[config.mk]
export PLATFORM = sky130hd
export DESIGN_NAME = mem_resp_router
export DESIGN_NICKNAME = d
export VERILOG_FILES = /design/src/rtl/mem_resp_router.sv
export SDC_FILE = /design/constraint.sdc
export NUM_CORES = 1
export LEC_CHECK = 0
export ABC_AREA = 1
export CAP_MARGIN = 20
export CORE_UTILIZATION = 32
export DETAILED_ROUTE_END_ITERATION = 8
export PLACE_DENSITY = 0.95
export SYNTH_ARGS = -nofsm -noshare
export SYNTH_HDL_FRONTEND = slang
export SYNTH_SLANG_ARGS = --single-unit
[constraint.sdc]
create_clock -name clk -period 5 [get_ports clk]
set_input_delay 1.25 -clock clk [delete_from_list [all_inputs] [get_ports clk]]
set_output_delay 1.25 -clock clk [all_outputs]
set_load 0.02 [all_outputs]
[src/rtl/mem_resp_router.sv]
// N-slave in-order read response router with a tag FIFO of slave indices.
// Define MEM_ROUTER_REG_OUT_EN to register rdata/rvalid (one extra cycle).
module mem_resp_router #(
  parameter int DATA_W       = 32,
  parameter int ADDR_W       = 32,
  parameter int NUM_SLAVES   = 2,
  parameter int REGION_SHIFT = 16,
  parameter int DEPTH        = 4,
  localparam int SEL_W       = $clog2(NUM_SLAVES),
  localparam int PTR_W       = $clog2(DEPTH),
  localparam int CNT_W       = $clog2(DEPTH) + 1
) (
  input  logic                         clk,
  input  logic                         rst,
  input  logic                         req_valid,
  output logic                         req_ready,
  input  logic [ADDR_W-1:0]            req_addr,
  output logic [SEL_W-1:0]             req_sel,
  input  logic [NUM_SLAVES*DATA_W-1:0] slv_rdata,
  input  logic [NUM_SLAVES-1:0]        slv_rvalid,
  output logic [DATA_W-1:0]            rdata,
  output logic                         rvalid,
  output logic [CNT_W-1:0]             outstanding,
  output logic                         err_unexpected
);

  logic [SEL_W-1:0]      tags [DEPTH];
  logic [PTR_W-1:0]      wr_ptr;
  logic [PTR_W-1:0]      rd_ptr;
  logic [CNT_W-1:0]      count;
  logic [ADDR_W-1:0]     idx;
  logic [SEL_W-1:0]      head;
  logic [NUM_SLAVES-1:0] stray;
  logic [DATA_W-1:0]     head_data;
  logic                  busy;
  logic                  push;
  logic                  pop;
  logic                  err;

  // Addresses past the last region fall into the RAM catch-all
  always_comb begin
    idx = req_addr >> REGION_SHIFT;
    if (idx >= ADDR_W'(NUM_SLAVES))
      req_sel = SEL_W'(NUM_SLAVES - 1);
    else
      req_sel = idx[SEL_W-1:0];
  end

  assign busy        = (count != '0);
  assign req_ready   = (count != CNT_W'(DEPTH));
  assign push        = req_valid && req_ready;
  assign head        = tags[rd_ptr];
  assign pop         = busy && slv_rvalid[head];
  assign outstanding = count;

  always_comb begin
    head_data = '0;
    stray     = slv_rvalid;
    for (int i = 0; i < NUM_SLAVES; i++) begin
      if (head == SEL_W'(i)) begin
        head_data = slv_rdata[i*DATA_W +: DATA_W];
        if (busy)
          stray[i] = 1'b0;
      end
    end
  end

  always_ff @(posedge clk) begin
    if (push)
      tags[wr_ptr] <= req_sel;
  end

  always_ff @(posedge clk) begin
    if (rst) begin
      wr_ptr <= '0;
      rd_ptr <= '0;
      count  <= '0;
      err    <= 1'b0;
    end else begin
      if (push)
        wr_ptr <= wr_ptr + 1'b1;
      if (pop)
        rd_ptr <= rd_ptr + 1'b1;
      unique case ({push, pop})
        2'b10:   count <= count + 1'b1;
        2'b01:   count <= count - 1'b1;
        default: count <= count;
      endcase
      if (|stray)
        err <= 1'b1;
    end
  end

  assign err_unexpected = err;

`ifdef MEM_ROUTER_REG_OUT_EN
  logic [DATA_W-1:0] rdata_q;
  logic              rvalid_q;

  always_ff @(posedge clk) begin
    if (rst) begin
      rdata_q  <= '0;
      rvalid_q <= 1'b0;
    end else begin
      rvalid_q <= pop;
      if (pop)
        rdata_q <= head_data;
    end
  end

  assign rdata  = rdata_q;
  assign rvalid = rvalid_q;
`else
  assign rvalid = pop;
  assign rdata  = pop ? head_data : '0;
`endif

endmodule

==> results.txt, run 1 <==
- In this run the cell area measured after placement is around 0.0026 mm^2.
- Across the routed clock network, the largest skew measured is 0.00134 ns.
* Endpoints failing hold: 0
* Total number of H-tree levels: 1
- Via count: around 1.8k
- Detail Placement HPWL: 3710 um
- Max IR drop VDD: around 0.39 mV
- Number of rows created at floorplan: 23
* Power per cell area: about 430 mW/mm^2
- Post-route fraction of the period consumed by the critical path: 0.887
- The pre-antenna-repair detailed-routing pass consisted of 4 iterations.
- Setup repair after global routing missed its margin: false
- Crit Path Max Fanout: 35
- First-pass GRT wire length: approximately 6600 um
* Post-detailed-route wirelength per cell: about 13 um
- After clock tree synthesis, the flow added hold-fix buffers numbering 0.
- Counting every net in the synthesized netlist gives roughly 310.
- The worst hold path begins at rd_ptr[0].
- In this run the deepest clock path goes through 2 buffers.
- Setup total negative slack: 0 ns
- Count of unresolved DRC violations after routing: 0
- In this run the register-to-register setup slack is 2.31 ns.
- Number of synthesized register bits: 14
* Syn_area_per_cell: 6.89 um^2
* GRT Total Usage: 0.184
* Number of sinks driven by the clock tree: 14
* Max-slew headroom: 0.633
- Static timing analysis puts the maximum clock frequency at between 200 and 250 MHz.
- From synthesis to final layout, the design area changed by 92.8%.
- Minimum clock period after layout: around 4.4 ns
- Die X-Extent: 67.8 um
- Pin count of the biggest net entering global routing: 36
- Count of inserted antenna diode cells: 0
- Number of DRC markers after the initial detailed-route iteration: 67
* Critical Path Source Type: input pin
* Worst-case reg-to-reg path depth: 13
* Area of combinational cells with multiple inputs: roughly 900 um^2
- Leakage power of the design: about 1.0 nW
- Number of clock buffers inserted by TritonCTS: 3
* Routed vias/inst: between 4 and 5
- The number of pins exceeding their max-slew limit in the final report came to 0.
- The largest single stage delay on the critical path is ~0.63 ns.
- Mapped cell area: ~0.0014 mm^2
* Port Buffers: 123
- Share of post-route cells with drive strength above 1: 0.136
- The number of global-route vias before repair is roughly 1.5k.
* Sequential cell area: approximately 320 um^2
* Outcome: complete, no violations
- The die is between 60 and 70 um tall.
- Worst Tran Pin Value: ~0.55 ns
* Worst Setup End Kind: primary output
* Number of antenna-violating nets in the routed design: 0
* Worst flop-to-flop path endpoint: outstanding[1]
- The tightest min-delay check is of the reg -> reg type.
- Cells after Synth: 201
* # resized after CTS: 0
- 140 I/O pins were placed.
- Unique masters post-synth: 22
- The number of antenna violations at the first check in global routing is 0.
* Final GP Congestion: slightly below 0.8
* Clock Root Buffer: sky130_fd_sc_hd__clkbuf_8
- Starting utilization of the core area: 0.339
- Nets@finish: 425
* GR Overflow Total: 0
* Cell at the slowest stage of the critical path: sky130_fd_sc_hd__clkdlybuf4s50_1
- Clock-pin slew on the worst setup and hold paths: roughly 0.060 ns
- Number of maximum-capacitance violations: 0
* Hold-critical path endpoint: rd_ptr[0]
- Later-pin clock latency in the skew report: approximately 0.25 ns
- The total area inside the core boundary comes to 0.00409 mm^2.
- By startpoint and endpoint, the worst setup path is classified as in -> out.
* Setup violations, final: 0
* Die area: between 0.004 and 0.005 mm^2
- After detailed routing, the total wire length is approximately 4700 um.
* Power after layout: 1.14 mW
- Final Hold Slack: slightly above 0.5 ns
- The critical path goes through clkdlybuf4s50_1 -> nand3_1 -> nand2_2 -> nand2_4 -> a21oi_1 -> clkdlybuf4s50_1.
- Counting instances, the worst hold path has a depth of 2.
- Arrival time of data at the critical path endpoint: 3.19 ns
- Counting the fill cells in the layout gives ~350.
* CTS tree: done
- CP most frequent cell: sky130_fd_sc_hd__clkdlybuf4s50_1
* Post CTS Setup Buffer Count: 0
* Post-route cell area: around 0.0027 mm^2
- Sequential area share after synthesis: 0.231
- The Yosys step of the flow raised 0 warnings.
- Data on the critical path is required at its endpoint by between 3 and 4 ns.
-- stage by stage --
stage                util  setup slack (ns)  instances
floorplan               -              1.88        201
global placement    0.640             0.608        363
detailed placement  0.640             0.570        363
CTS                 0.653             0.556        367
global route        0.653             0.438        367
finish              0.653             0.564        367
-- worst max-delay path, delay by kind of cell --
kind            cells  cell delay (ns)
buf+inv             2             1.13
simple gates        3             0.52
compound gates      1             0.27
-- layer usage --
metal  vias to the layer above  routed length [um]  GRT usage
met4                         0                  86     0.0547
met5                         -                   0          0
met2                        72                2360      0.355
met1                       799                1790      0.189
li1                        910                   -          -
met3                         9                 479     0.0507
-- layout make-up --
type / instances / area share
clock buffer: 4 / 0.0206
inverter: 20 / 0.0281
multi-input combinational: 155 / 0.344
sequential: 14 / 0.120
tap: 50 / 0.0234
timing repair buffer: 124 / 0.464
-- logic make-up after synthesis --
kind of cell,share of synthesized area
adders and majority gates,0.0596
DFF,0.231
buffers and inverters,0.106
AOI/OAI and AO/OA,0.245
and+or+nand+nor,0.359
-- power by group --
group	leakage [nW]	switching [mW]	internal (mW)	total (mW)
clock	0.0288	0.0398	0.0698	0.110
sequential	0.114	0.0192	0.143	0.162
combinational	0.855	0.508	0.362	0.869
-- synth_stat cells --
master / instances / area share
sky130_fd_sc_hd__buf_6: 3 / 0.024
sky130_fd_sc_hd__o21ai_0: 5 / 0.018
sky130_fd_sc_hd__ha_1: 5 / 0.045
sky130_fd_sc_hd__buf_1: 1 / 0.0027
sky130_fd_sc_hd__a21oi_2: 29 / 0.18
sky130_fd_sc_hd__a21oi_1: 12 / 0.043
sky130_fd_sc_hd__nand2_4: 2 / 0.016
sky130_fd_sc_hd__nand3_4: 2 / 0.025
sky130_fd_sc_hd__buf_2: 3 / 0.011
sky130_fd_sc_hd__nand4_1: 1 / 0.0045
sky130_fd_sc_hd__nor3_1: 1 / 0.0036
sky130_fd_sc_hd__nand2_1: 43 / 0.12
sky130_fd_sc_hd__nor4_1: 4 / 0.018
sky130_fd_sc_hd__inv_2: 2 / 0.0054
sky130_fd_sc_hd__nor2_1: 10 / 0.027
sky130_fd_sc_hd__fa_1: 1 / 0.014
sky130_fd_sc_hd__dfxtp_1: 10 / 0.14
sky130_fd_sc_hd__nand3_1: 37 / 0.13
sky130_fd_sc_hd__nand2_2: 3 / 0.014
sky130_fd_sc_hd__edfxtp_1: 4 / 0.087
sky130_fd_sc_hd__clkbuf_1: 5 / 0.014
sky130_fd_sc_hd__inv_1: 18 / 0.049
-- how the worst max path moves through the flow --
stage	slack, ns	to	from	depth (start not counted)
final	0.56	rdata[1]	slv_rvalid[1]	6
after global routing	0.44	rdata[1]	slv_rvalid[1]	6
after CTS	0.56	rdata[1]	slv_rvalid[1]	6
after detailed placement	0.57	rdata[1]	slv_rvalid[1]	6
after global placement	0.61	rdata[1]	slv_rvalid[1]	6
after floorplan	1.88	rdata[22]	slv_rvalid[1]	5
-- placed cells by master, fill, tap and decap left out --
cell / count
sky130_fd_sc_hd__nand3_1: 37
sky130_fd_sc_hd__a21oi_2: 29
sky130_fd_sc_hd__nor2_1: 10
sky130_fd_sc_hd__buf_4: 1
sky130_fd_sc_hd__nand2_2: 3
sky130_fd_sc_hd__nor4_1: 4
sky130_fd_sc_hd__clkbuf_8: 4
sky130_fd_sc_hd__nand2_4: 2
sky130_fd_sc_hd__clkdlybuf4s50_1: 123
sky130_fd_sc_hd__nand3_4: 2
sky130_fd_sc_hd__ha_1: 5
sky130_fd_sc_hd__dfxtp_1: 10
sky130_fd_sc_hd__a21oi_1: 12
sky130_fd_sc_hd__inv_1: 18
sky130_fd_sc_hd__nand4_1: 1
sky130_fd_sc_hd__nand2_1: 43
sky130_fd_sc_hd__o21ai_0: 5
sky130_fd_sc_hd__inv_2: 2
sky130_fd_sc_hd__fa_1: 1
sky130_fd_sc_hd__nor3_1: 1
sky130_fd_sc_hd__edfxtp_1: 4
(Power assumes the default switching activity.)
==> run 2: changes to the inputs <==
Settings changed: CORE_UTILIZATION 32 to 27, GPL_ROUTABILITY_DRIVEN set to 0, GPL_TIMING_DRIVEN set to 1, PLACE_DENSITY 0.95 to 0.9.
Clock period 5 ns to 3.9 ns, I/O delays scaled along.
==> run 2 against run 1 <==
Effect of this change: worst setup slack lost 0.46 ns; non-clock buffer count grew 4; clock power grew 26%; worst hold slack lost 0.012 ns; core utilization shrank 8.6 points; cell area grew 2.4%; count of clock-buffer cells in the layout is the same; wire length grew 2.2%; via count grew 2.6%; largest power group unchanged; highest routed layer unchanged.
==> results.txt, run 2 (synthesized netlist as in run 1, its figures left out) <==
- The flow ran to the end, and the final reports show no timing, DRC or antenna violations.
- Max IR drop VDD: 0.387 mV (-0.23%)
- The tree is rooted in a sky130_fd_sc_hd__clkbuf_8.
- The wire length of the first global-routing pass was 7250 um (+11%).
- The total negative slack for setup checks is 0 ns (unchanged).
- Of the available clock period, the critical path in the final layout requires 0.973.
* Worst flop-to-flop path endpoint: outstanding[2]
* Post-layout util: 0.568 (-0.0859)
* Final Hold Slack: 0.495 ns (-0.0119 ns)
* Later-pin clock latency in the skew report: 0.24 ns (about the same)
- Area of the core region: 0.00482 mm^2 (+18%)
* Pin count of the biggest net entering global routing: 37 (+2.8%)
- Traced cell by cell, the critical path runs through clkdlybuf4s50_1 -> nand3_1 -> nand2_2 -> nand2_4 -> buf_12 -> a21oi_1 -> clkdlybuf4s50_1.
- The cell area reported after detailed placement is 0.00268 mm^2 (+2.4%).
* Setup slack, reg-to-reg: 1.29 ns (-1.02 ns)
* Minimum clock period after layout: approximately 3.8 ns
* Vias in the first global route: 1,739 (+13%)
* Worst Tran Pin Value: 0.379 ns (-0.171 ns)
- The routed via count is 1,836 (+2.6%).
- The number of vias per cell is 4.73 (-3.0%).
- The number of placement rows came to 25 (+8.7%).
- Class of the worst hold path: reg -> reg
- The number of antenna violations at the first check in global routing was 0 (unchanged).
- Leaving out fill and tap cells, the most frequent cell in the layout is sky130_fd_sc_hd__clkdlybuf4s50_1.
- Crit Path Max Fanout: 12 (-66%)
- The summed area of non-filler cells in the final layout was 0.00273 mm^2 (+2.4%).
- The worst relative slew slack is 0.747 (+0.114).
- The combined flip-flop and latch cell area was 320 um^2 (unchanged).
- Die area: 0.00542 mm^2 (+18%)
- Total number of H-tree levels: 1 (unchanged)
* Post-detailed-route wirelength per cell: 12.4 um (-3.3%)
- Clock Tree Buf Depth: 2 (unchanged)
* Port Buffers: 123 (unchanged)
- TritonCTS built the clock tree.
- The post-layout net count came to 429 (+0.94%).
- Fmax: around 260 MHz
- STA classifies the critical path endpoint as a primary output.
- Source of the worst register-to-register timing path: tags[1]
- The arrival time at the worst endpoint came to 2.82 ns (-0.37 ns).
- Post CTS Setup Buffer Count: 0 (unchanged)
- The number of nets with antenna violations after routing was 0 (unchanged).
- Biggest cell delay along the critical path: 0.62 ns (about the same)
* Cell at the slowest stage of the critical path: sky130_fd_sc_hd__clkdlybuf4s50_1
- The die height is 73.6 um (+8.6%).
* Number of sinks driven by the clock tree: 14 (unchanged)
- P&R area growth vs syn: 97.4%
- Worst Setup SP: slv_rvalid[1]
* Number of DRC markers after the initial detailed-route iteration: 47 (-30%)
- Aggregate routed wire length: 4820 um (+2.2%)
- The worst path required time came to 2.92 ns (-0.83 ns).
- Setup repair after global routing left no endpoint under its margin.
* Worst Setup Path Type: in -> out
- The reported leakage power came to 1.02 nW (+2.2%).
- Total of hold buffers inserted after clock tree synthesis: 0 (unchanged)
- The global-route usage over all layers is 0.166 (-0.0178).
- The setup clock skew after layout came to 0.00329 ns (+0.00194 ns).
- Pre-Repair DR Iteration Count: 4 (unchanged)
- The final-report setup violation count is 0 (unchanged).
- Total count of max-transition violations in the final report: 0 (unchanged)
* Critical Path Source Type: input pin
- The share of final-layout standard cells stronger than drive strength 1 came to 0.146 (+0.0108).
- The total of fill cells in the finished design came to 460 (+33%).
* Number of maximum-capacitance violations: 0 (unchanged)
* CP most frequent cell: sky130_fd_sc_hd__clkdlybuf4s50_1
- The most critical setup path has its endpoint at rdata[1].
- Number of clock buffers inserted by TritonCTS: 3 (unchanged)
- Area of combinational cells with multiple inputs: 918 um^2 (unchanged)
- The top-level port count came to 140 (unchanged).
* Count of unresolved DRC violations after routing: 0 (unchanged)
- The number of cells traversed by the worst register-to-register path was 15 (+2).
* Die X-Extent: 73.6 um (+8.6%)
- Detail Placement HPWL: 3790 um (+2.1%)
* Power per cell area: 551 mW/mm^2 (+29%)
* Leading cell types in the layout, fill and taps excluded: sky130_fd_sc_hd__clkdlybuf4s50_1, sky130_fd_sc_hd__nand2_1, sky130_fd_sc_hd__nand3_1, sky130_fd_sc_hd__a21oi_2, sky130_fd_sc_hd__inv_1
* Endpoints failing hold: 0 (unchanged)
- Clock-pin slew on the worst setup and hold paths: 0.06 ns (about the same)
- GR Overflow Total: 0 (unchanged)
* Starting utilization of the core area: 0.288 (-0.0514)
- Startpoint of the tightest hold check path: rd_ptr[0]
- Count of inserted antenna diode cells: 0 (unchanged)
* # resized after CTS: 0 (unchanged)
## run 2: worst max-delay path, delay by kind of cell
kind	cells	cell delay [ns]
simple gates	3	0.34
buf+inv	3	1.34
compound gates	1	0.15
## run 2: how the worst min path moves through the flow
stage                 to  slack, ns  cells past startpoint
2_1_floorplan   register       0.45                      2
4_1_cts        rd_ptr[0]       0.49                      2
3_5_place_dp   rd_ptr[0]       0.48                      2
5_1_grt        rd_ptr[0]       0.52                      2
3_3_place_gp   rd_ptr[0]       0.47                      2
6_report       rd_ptr[0]       0.49                      2
## run 2: metrics by stage
| step | power (mW) | setup WS [ns] | instances |
|---|---|---|---|
| 6_report | 1.51 | 0.106 | 388 |
| 5_1_grt | 1.62 | 0.0272 | 388 |
| 4_1_cts | 1.53 | 0.0964 | 388 |
| 3_5_place_dp | 1.38 | 0.103 | 384 |
| 3_3_place_gp | 1.36 | 0.118 | 384 |
| 2_1_floorplan | 0.937 | 1.33 | 201 |
## run 2: cell type report
| class | instances | share of cell area |
|---|---|---|
| inverter | 20 | 0.0275 |
| clock buffer | 4 | 0.0201 |
| sequential | 14 | 0.117 |
| timing repair buffer | 128 | 0.469 |
| multi-input combinational | 155 | 0.336 |
| tap | 67 | 0.0307 |
## run 2: power breakdown
| part | total [mW] | switching, mW | internal (mW) |
|---|---|---|---|
| clock network | 0.139 | 0.0499 | 0.0893 |
| registers | 0.207 | 0.0246 | 0.183 |
| logic | 1.16 | 0.665 | 0.496 |
| total | 1.51 | 0.740 | 0.768 |
## run 2: layer usage
| layer | track usage | share of wire | up-vias |
|---|---|---|---|
| li1 | - | - | 916 |
| met1 | 0.169 | 0.38 | 835 |
| met2 | 0.341 | 0.53 | 83 |
| met3 | 0.0316 | 0.092 | 2 |
| met4 | 0.0363 | 0.0017 | 0 |
| met5 | 0 | 0 | - |
==> run 3: changes to the inputs <==
Settings changed: CORE_UTILIZATION 27 to 40, DONT_BUFFER_PORTS set to 1, PLACE_DENSITY 0.9 to 0.68.
==> run 3 against run 2 <==
Effect of this change: clock skew increased by 0.0027 ns; core utilization decreased by 15 points; cell area down 49%; first-iteration DRC count down 38%.
==> results.txt, run 3 (synthesized netlist as in run 1, its figures left out) <==
- The run finished with clean final reports.
- Die area: 0.00370 mm^2 (-32%)
- Crit Path Max Fanout: 35 (+23)
- Worst Clk Skew: 0.00601 ns (+0.00272 ns)
- The post-layout net count came to 302 (-30%).
- Leading cell types in the layout, fill and taps excluded: sky130_fd_sc_hd__nand2_1, sky130_fd_sc_hd__nand3_1, sky130_fd_sc_hd__a21oi_2, sky130_fd_sc_hd__inv_1, sky130_fd_sc_hd__a21oi_1
- TritonCTS built the clock tree.
* Later-pin clock latency in the skew report: 0.27 ns (+0.03 ns)
- Gate family responsible for the most delay along the worst path: simple AND/OR/NAND/NOR gates
* Pin count of the biggest net entering global routing: 36 (-2.7%)
* Fmax: 313 MHz (+19%)
* Max IR drop VDD: 0.400 mV (+3.5%)
- First-pass GRT wire length: 3670 um (-49%)
- The number of DRC violations after detailed-routing iteration 0 was 29 (-38%).
* P&R area growth vs syn: 1.45%
- The number of levels the H-tree was split into came to 1 (unchanged).
- The number of hold violations in the final report is 0 (unchanged).
- Number of maximum-capacitance violations: 0 (unchanged)
* Starting utilization of the core area: 0.415 (+0.128)
* Area of the core region: 0.00334 mm^2 (-31%)
- Setup violations, final: 0 (unchanged)
- Antenna violations before repair: 0 (unchanged)
- STA classifies the critical path startpoint as a register.
* Sequential Power Share: 0.209 (+0.072)
- The worst relative slew slack came to 0.641 (-0.106).
- The final critical path time including I/O delays and setup came to 3.20 ns (-0.596 ns).
- Number of rows created at floorplan: 21 (-16%)
- The fraction of the cycle the final worst path needs is 0.820 (-0.153).
* Biggest cell delay along the critical path: 0.52 ns (-0.10 ns)
- The global-route usage over all layers came to 0.132 (-0.0342).
- Count of inserted antenna diode cells: 0 (unchanged)
- The die height is 60.8 um (-17%).
- Setup repair after global routing left no endpoint under its margin.
* Post CTS Setup Buffer Count: 0 (unchanged)
* Placed Instances: 236 (-39%)
* # resized after CTS: 0 (unchanged)
- The switching power total was 659 uW (-11%).
- The chip width came to 60.8 um (-17%).
- The power density relative to cell area was 754 mW/mm^2 (+37%).
- The slowest stage of the critical path is the sky130_fd_sc_hd__a21oi_1 cell.
- The number of nets with antenna violations after routing was 0 (unchanged).
* Cell Count, Final, Fillers Out: 240 (-38%)
- Sw Share: 0.622 (+0.132)
- Share of total power in the clock network: 0.076 (-0.016)
- Number of sinks driven by the clock tree: 14 (unchanged)
* Share of post-route cells with drive strength above 1: 0.216 (+0.0701)
* Clock-pin slew on the worst setup and hold paths: 0.08 ns (+0.02 ns)
- Leakage power of the design: 0.517 nW (-49%)
* Setup total negative slack: 0 ns (unchanged)
- Num ports: 140 (unchanged)
- GR Overflow Total: 0 (unchanged)
- The root buffer cell chosen for the clock tree is sky130_fd_sc_hd__clkbuf_4.
- Power after layout: 1.06 mW (-30%)
- Clock Tree Buf Depth: 2 (unchanged)
- Combinational cell fraction of total power: 0.715 (-0.055)
- Vias in the first global route: 883 (-49%)
- The number of vias per cell is 5.37 (+14%).
* Port Buffers: 0 (-100%)
- STA classifies the critical path endpoint as a primary output.
- Pre-Repair DR Iteration Count: 4 (unchanged)
* Post-route cell area: 0.00141 mm^2 (-49%)
- Total placed instance area: 0.00138 mm^2 (-49%)
* Number of clock buffers inserted by TritonCTS: 3 (unchanged)
- The arrival time at the worst endpoint is 2.22 ns (-0.60 ns).
- Aggregate routed wire length: 2980 um (-38%)
* Class of the worst hold path: reg -> reg
- The number of buffers added to fix hold violations after cts came to 0 (unchanged).
* Sequence of cells on the critical path: inv_2 -> nand2_2 -> nand3_4 -> nand2_4 -> nand2_1 -> nand2_2 -> nand2_4 -> a21oi_1
- The post-detailed-route wirelength per cell is 12.4 um (+0.17%).
* Total count of max-transition violations in the final report: 0 (unchanged)
* Detail Placement HPWL: 2320 um (-39%)
- Most common library cell in the layout ignoring fill and taps: sky130_fd_sc_hd__nand2_1
* Count of buffering cells on the critical path with inverters included: 1 (-2)
- Post-layout util: 0.421 (-0.146)
- The internal power component is 400 uW (-48%).
- The routed via count was 1,289 (-30%).
* Worst Tran Pin Value: 0.538 ns (+0.159 ns)
* Worst Setup Path Type: reg -> out
- The worst path required time is 2.92 ns (about the same).
* Count of unresolved DRC violations after routing: 0 (unchanged)
[run 3: changes by cell type in the layout (fill, tap and decap cells not counted)]
cell / before / now
sky130_fd_sc_hd__clkdlybuf4s50_1: 123 / 0
sky130_fd_sc_hd__buf_4: 4 / 1
sky130_fd_sc_hd__clkbuf_4: 0 / 3
sky130_fd_sc_hd__clkbuf_8: 4 / 0
sky130_fd_sc_hd__clkinv_1: 0 / 1
sky130_fd_sc_hd__buf_12: 1 / 0
[run 3: worst reg2reg max path, stage by stage, from the launching register on]
cell and delay (ns):
sky130_fd_sc_hd__dfxtp_1 0.37, sky130_fd_sc_hd__inv_2 0.06, sky130_fd_sc_hd__nand2_2 0.07, sky130_fd_sc_hd__nand3_4 0.30
sky130_fd_sc_hd__nand2_4 0.19, sky130_fd_sc_hd__nand2_1 0.07, sky130_fd_sc_hd__nand2_2 0.08, sky130_fd_sc_hd__nand2_4 0.28
sky130_fd_sc_hd__inv_2 0.24, sky130_fd_sc_hd__ha_1 0.17, sky130_fd_sc_hd__inv_1 0.07, sky130_fd_sc_hd__fa_1 0.39
sky130_fd_sc_hd__nor2_1 0.12, sky130_fd_sc_hd__nor2_1 0.04, sky130_fd_sc_hd__nand2_1 0.07, sky130_fd_sc_hd__o21ai_0 0.07
sky130_fd_sc_hd__a21oi_1 0.11
[run 3: cell type report]
cell class | count | area, um^2
timing repair buffer | 1 | 7.51
clock buffer | 3 | 22.5
multi-input combinational | 155 | 918
sequential | 14 | 320
tap | 46 | 57.6
fill | 357 | 1930
clock inverter | 1 | 3.75
inverter | 20 | 75.1
[run 3: power by group through the flow]
stage	sequential (mW)	clock, mW	combinational, mW
after global routing	0.224	0.0924	0.865
after global placement	0.225	0	0.750
final	0.221	0.0808	0.757
after floorplan	0.220	0	0.717
after CTS	0.222	0.0844	0.761
after detailed placement	0.225	0	0.759
[run 3: final timing paths]
path                            depth (start not counted)  slack (ns)              to       from
worst max-delay path                                    8        0.70        rdata[1]   register
worst min-delay path                                    2        0.49       rd_ptr[0]  rd_ptr[0]
worst max register to register                         16        1.14  outstanding[2]   register
worst min register to register                          2        0.49       rd_ptr[0]  rd_ptr[0]
[run 3: per-layer routing]
| metal | track usage | vias to the layer above | part of all wire |
|---|---|---|---|
| met5 | 0 | - | 0 |
| met4 | 0.0390 | 0 | 0.0013 |
| met3 | 0.0235 | 2 | 0.073 |
| met2 | 0.246 | 61 | 0.50 |
| met1 | 0.152 | 566 | 0.42 |
| li1 | - | 660 | - |
[run 3: stage by stage]
step                hold slack [ns]  setup WS (ns)
finish                        0.486          0.702
detailed placement            0.474          0.930
floorplan                     0.449           1.33
CTS                           0.485          0.677
global route                  0.514          0.480
global placement              0.466          0.927
